<file path="config.mk">
export PLATFORM = sky130hd
export DESIGN_NAME = led_shift_ctrl_flat
export DESIGN_NICKNAME = d
export VERILOG_FILES = /design/src/rtl/led_shift_if.sv /design/src/rtl/led_shift_ctrl.sv /design/src/flat_wrapper.sv
export SDC_FILE = /design/constraint.sdc
export NUM_CORES = 1
export LEC_CHECK = 0
export ABC_AREA = 1
export CAP_MARGIN = 30
export CELL_PAD_IN_SITES_DETAIL_PLACEMENT = 2
export CELL_PAD_IN_SITES_GLOBAL_PLACEMENT = 2
export CORE_MARGIN = 2
export CORE_UTILIZATION = 34
export CTS_BUF_LIST = sky130_fd_sc_hd__clkbuf_4
export CTS_CLUSTER_DIAMETER = 120
export DETAILED_ROUTE_END_ITERATION = 7
export PLACE_DENSITY = 0.95
export SETUP_SLACK_MARGIN = 0.05
export SYNTH_ARGS = -nofsm -noshare
export SYNTH_HDL_FRONTEND = slang
export SYNTH_SLANG_ARGS = --single-unit
export TNS_END_PERCENT = 100
</file>
<file path="constraint.sdc">
create_clock -name clk -period 2.8 [get_ports clk]
set_clock_uncertainty 0.05 [all_clocks]
set_input_delay 0.28 -clock clk [delete_from_list [all_inputs] [get_ports clk]]
set_output_delay 0.28 -clock clk [all_outputs]
set_load 0.005 [all_outputs]
</file>
<file path="src/rtl/led_shift_if.sv">
// LED shifter control/status bundle.
// master drives controls, slave returns the pattern and status.
interface led_shift_if #(
  parameter int WIDTH = 4,
  parameter int DIV_W = 24
);
  logic             load;
  logic [WIDTH-1:0] pattern;
  logic             start;
  logic             pause;
  logic [1:0]       mode;
  logic [DIV_W-1:0] div_max;
  logic [WIDTH-1:0] led;
  logic [1:0]       state;
  logic             step;
  logic             wrap;

  modport master (
    output load, pattern, start, pause, mode, div_max,
    input  led, state, step, wrap
  );

  modport slave (
    input  load, pattern, start, pause, mode, div_max,
    output led, state, step, wrap
  );
endinterface

</file>
<file path="src/rtl/led_shift_ctrl.sv">
// Prescaled LED pattern shifter: rotate right/left, bounce, hold.
// IDLE/RUN/PAUSE control with registered step and wrap pulses.
module led_shift_ctrl #(
  parameter int WIDTH = 4,
  parameter int DIV_W = 24
) (
  input logic       clk,
  input logic       rst,
  led_shift_if.slave bus
);
  localparam int PW = (WIDTH > 2) ? $clog2(WIDTH) : 1;
  localparam logic [PW-1:0] LAST = PW'(WIDTH - 1);

  typedef enum logic [1:0] {
    S_IDLE  = 2'b00,
    S_RUN   = 2'b01,
    S_PAUSE = 2'b10
  } state_t;

  state_t           state_q, state_d;
  logic [WIDTH-1:0] led_q, led_d;
  logic [DIV_W-1:0] presc_q, presc_d;
  logic [PW-1:0]    pos_q, pos_d;
  logic             dir_q, dir_d;
  logic             step_q, step_d;
  logic             wrap_q, wrap_d;
  logic [WIDTH-1:0] rotr, rotl;

  assign rotr = {led_q[0], led_q[WIDTH-1:1]};
  assign rotl = {led_q[WIDTH-2:0], led_q[WIDTH-1]};

  always_comb begin
    state_d = state_q;
    led_d   = led_q;
    presc_d = presc_q;
    pos_d   = pos_q;
    dir_d   = dir_q;
    step_d  = 1'b0;
    wrap_d  = 1'b0;
    if (bus.load) begin
      state_d = S_IDLE;
      led_d   = bus.pattern;
      presc_d = '0;
      pos_d   = '0;
      dir_d   = 1'b0;
    end else begin
      unique case (state_q)
        S_IDLE: begin
          presc_d = '0;
          if (bus.start && !bus.pause)
            state_d = S_RUN;
        end
        S_RUN: begin
          if (bus.pause) begin
            state_d = S_PAUSE;
          end else if (presc_q < bus.div_max) begin
            presc_d = presc_q + 1'b1;
          end else begin
            presc_d = '0;
            step_d  = 1'b1;
            unique case (bus.mode)
              2'b00, 2'b01: begin
                led_d = bus.mode[0] ? rotl : rotr;
                if (pos_q == LAST) begin
                  pos_d  = '0;
                  wrap_d = 1'b1;
                end else begin
                  pos_d = pos_q + 1'b1;
                end
              end
              2'b10: begin
                // dir_q: 0 = moving right, 1 = moving left
                if (!dir_q && led_q[0]) begin
                  dir_d  = 1'b1;
                  led_d  = rotl;
                  wrap_d = 1'b1;
                end else if (dir_q && led_q[WIDTH-1]) begin
                  dir_d  = 1'b0;
                  led_d  = rotr;
                  wrap_d = 1'b1;
                end else begin
                  led_d = dir_q ? rotl : rotr;
                end
              end
              default: led_d = led_q;
            endcase
          end
        end
        S_PAUSE: begin
          if (bus.start && !bus.pause)
            state_d = S_RUN;
        end
        default: state_d = S_IDLE;
      endcase
    end
  end

  always_ff @(posedge clk or posedge rst) begin
    if (rst) begin
      state_q <= S_IDLE;
      led_q   <= '0;
      presc_q <= '0;
      pos_q   <= '0;
      dir_q   <= 1'b0;
      step_q  <= 1'b0;
      wrap_q  <= 1'b0;
    end else begin
      state_q <= state_d;
      led_q   <= led_d;
      presc_q <= presc_d;
      pos_q   <= pos_d;
      dir_q   <= dir_d;
      step_q  <= step_d;
      wrap_q  <= wrap_d;
    end
  end

  assign bus.led   = led_q;
  assign bus.state = state_q;
  assign bus.step  = step_q;
  assign bus.wrap  = wrap_q;
endmodule

</file>
<file path="src/flat_wrapper.sv">
// flat-port wrapper written by rule: the top's interface ports become plain ports
module led_shift_ctrl_flat 
#(
  parameter int WIDTH = 4,
  parameter int DIV_W = 24
)
  (clk, rst, bus_load, bus_pattern, bus_start, bus_pause, bus_mode, bus_div_max, bus_led, bus_state, bus_step, bus_wrap);
  led_shift_if #(.WIDTH(WIDTH), .DIV_W(DIV_W)) bus_i ();
  input logic clk;
  input logic rst;
  input wire logic [$bits(bus_i.load)-1:0] bus_load;
  input wire logic [$bits(bus_i.pattern)-1:0] bus_pattern;
  input wire logic [$bits(bus_i.start)-1:0] bus_start;
  input wire logic [$bits(bus_i.pause)-1:0] bus_pause;
  input wire logic [$bits(bus_i.mode)-1:0] bus_mode;
  input wire logic [$bits(bus_i.div_max)-1:0] bus_div_max;
  output wire logic [$bits(bus_i.led)-1:0] bus_led;
  output wire logic [$bits(bus_i.state)-1:0] bus_state;
  output wire logic [$bits(bus_i.step)-1:0] bus_step;
  output wire logic [$bits(bus_i.wrap)-1:0] bus_wrap;
  assign bus_i.load = bus_load;
  assign bus_i.pattern = bus_pattern;
  assign bus_i.start = bus_start;
  assign bus_i.pause = bus_pause;
  assign bus_i.mode = bus_mode;
  assign bus_i.div_max = bus_div_max;
  assign bus_led = bus_i.led;
  assign bus_state = bus_i.state;
  assign bus_step = bus_i.step;
  assign bus_wrap = bus_i.wrap;
  led_shift_ctrl #(.WIDTH(WIDTH), .DIV_W(DIV_W)) u_core (.clk(clk), .rst(rst), .bus(bus_i));
endmodule
</file>
==> run metrics <==
GRT overflow=0; finished layout cell area=approximately 3300 µm²; Leak=~1.7 nW; final core occ=0.4301; part of the Yosys area used for sequential elements=0.3207; post-synthesis adder-cell area fraction=0.1145; fin. max-slew vios=0; WL final=8687 µm; Post-synth ARST share=1.000; number of global-route vias before repair=3144; root buffer cell=clkbuf_4; Final ANT Viol Nets=0; Initial Utilization=0.3516; delay-heaviest family, CP=simple AND/OR/NAND/NOR gates; initial antenna violation count=0; H-tree Lvls=2; main combinational cell family by area after synthesis=simple AND/OR/NAND/NOR gates; buffers and inverters on the worst path=1; average routed wire per standard cell=around 16 µm; Synth Flop Type=dfrtp_1; Post-Synth Simple-Gate Area=0.3518; commonest non-fill, non-tap cell in the layout=nand2_1; mux contribution to synthesized area=0; fillers=893; Tmin final=~2400 ps; Compound-Gate Fraction of Synth Area=0.06780; TritonCTS clock tree=built; Final Hold Viols=0; HP Class=in -> async; IO buf count=42; cells after synthesis=383; Synthesis Warnings=0; Power Dens Cells=between 300 and 400 nW/µm²; Die Width=93.63 µm; f_max=roughly 420 MHz; GRT Total Usage=0.2161; Avg Inst Size Synth=approximately 7.1 µm²; Skew-Pair Late Insertion Delay=about 360 ps; Placed Area=3264 µm²; setup tns final=0 ps; 1st-pass router iterations=4; DPL Wire Length=~7000 µm; worst-margin pin slew=about 490 ps; die area=8767 µm²; largest net degree at the start of global routing=36; ant diodes=0; GPL Wtd Cong=0.8041; Core Footprint=7767 µm²; Worst path most repeated cell=nand2_1; CP peak stage delay=~450 ps; Total Power=roughly 1.2 mW; status=completed; DR iter-0 viols=just under 80; total CTS buffers=5; drt via density=5.107; CTS Hold Bufs=0; Post-Syn Nets=443; Vias=between 2000 and 3000; Clk pin slew, worst setup/hold paths=~130 ps; startpoint class of the critical path=flip-flop; xor and xnor fraction of the mapped netlist area=0.04489; EDFF count, synth=0; Crit Path Category=reg -> reg; share of cells above drive strength 1=0.07692; CP Data Required Time=roughly 3000 ps; synthesized area=2731 µm²; I/O pin cnt=43; DRC Markers=0; final worst-path cycle share=0.8498; RSZ-0062 raised after global routing=false; Synth-to-Final Area Change=22.31%; number of clock sinks=35; nets=between 400 and 500; Synth Register Bits=35; Worst VDD drop=0.0001708 V; # setup viols final=0; Worst Path Max Fanout=21; most frequent cells in the layout=nand2_1 (100), inv_1 (62), nor2_1 (48); Max Root-Sink Buffers=2; Slew Limit Headroom=0.6727; Hold Slack=272.8 ps; CP arrival=about 2600 ps; Worst path slowest cell=dfrtp_1; row count=32; CTS resizes=0; reg-to-reg slack, setup=around 420 ps; Die Y=between 90 and 100 µm; Cell Chain, Critical Path=ha_1 -> nand2_1 -> nor2_1 -> nand2_1 -> nor3_1 -> nand2_1 -> nand3_2 -> nand2_1 -> inv_2 -> nor2_1; Max Cap Viol=0; Worst Setup End Kind=flip-flop; first-pass GRT wire length=about 15000 µm; count of different cell masters after synthesis=36; Setup Fix Bufs, Post-CTS=0
-- final timing paths --
path,start,endpoint,cells past startpoint
worst min register to register,u_core.bus.state[0],u_core.bus.state[0],1
worst min-delay path,rst,u_core.bus.led[0],3
worst max register to register,u_core.presc_q[19],u_core.presc_q[7],10
min in group clk,bus_pattern[1],u_core.bus.led[1],5
max in group asynchronous,rst,u_core.presc_q[4],3
worst max-delay path,u_core.presc_q[19],u_core.presc_q[7],10
-- report_power, final --
| group | leakage, nW | switching (mW) | internal (mW) |
|---|---|---|---|
| Sequential | 0.480 | 0.0204 | 0.520 |
| Clock | 0.0426 | 0.190 | 0.184 |
| Combinational | 1.16 | 0.149 | 0.110 |
-- layer usage --
layer,up-vias,track usage,wire length [µm]
met4,0,0.06280,184
met1,1336,0.2446,3615
met3,18,0.02417,193
li1,1314,-,-
met2,44,0.4215,4693
met5,-,0,0
-- registers in the layout (all words and copies together) (netlist names) --
register	count
u_core.bus.wrap	1
u_core.presc_q	24
u_core.bus.step	1
u_core.bus.led	4
u_core.pos_q	2
u_core.dir_q	1
u_core.bus.state	2
-- area by class of cell --
cell class	count	area [µm²]	area share
inverter	65	244.0	0.07303
clock buffer	5	37.54	0.01124
clock inverter	3	38.79	0.01161
timing repair buffer	44	435.4	0.1303
tap	102	127.6	0.03820
multi-input combinational	277	1582	0.4734
sequential	35	875.8	0.2622
-- cell families (layout without fill, tap and decap cells) --
group / Yosys count / in the layout
AND/OR/NAND/NOR: 208 / 208
buffers and inverters: 71 / 117
flip-flops: 35 / 35
AO/OA/AOI/OAI: 30 / 30
adder cells (fa/ha/maj): 25 / 25
XOR/XNOR: 14 / 14
-- synth_stat cells, types with 2 or more instances --
cell type  number  area [µm²]
a31oi_1         2       12.51
ha_1           25       312.8
nand3_2         2       20.02
nand4_1        11       68.82
a21oi_1         7       35.03
nand3_1        19       95.09
nand2_2         5       31.28
nor3_1          9       45.04
inv_1          62       232.7
nor2_4          3       33.78
a31o_2          2       17.52
xnor2_1         2       17.52
nand2_1       100       375.4
xor2_1         12       105.1
o31ai_1         2       15.01
nor2_1         48       180.2
buf_2           3       15.01
o21ai_0         6       30.03
nor2_2          5       31.28
inv_2           3       11.26
o22ai_1         3       18.77
o21ai_1         2       10.01
dfrtp_1        35       875.8
clkbuf_1        2       7.510
o211ai_1        2       15.01
-- tightest hold or removal path: cells and delay by family --
| kind | cells | cell delay (ps) |
|---|---|---|
| buf+inv | 3 | 860 |
-- metrics by stage --
step	std cells	setup slack, ps
4_1_cts	531	376.9
2_1_floorplan	383	1019
5_1_grt	531	208.8
6_report	531	420.5
3_3_place_gp	523	312.2
3_5_place_dp	523	96.11
Power figures use the tool's default switching activity.
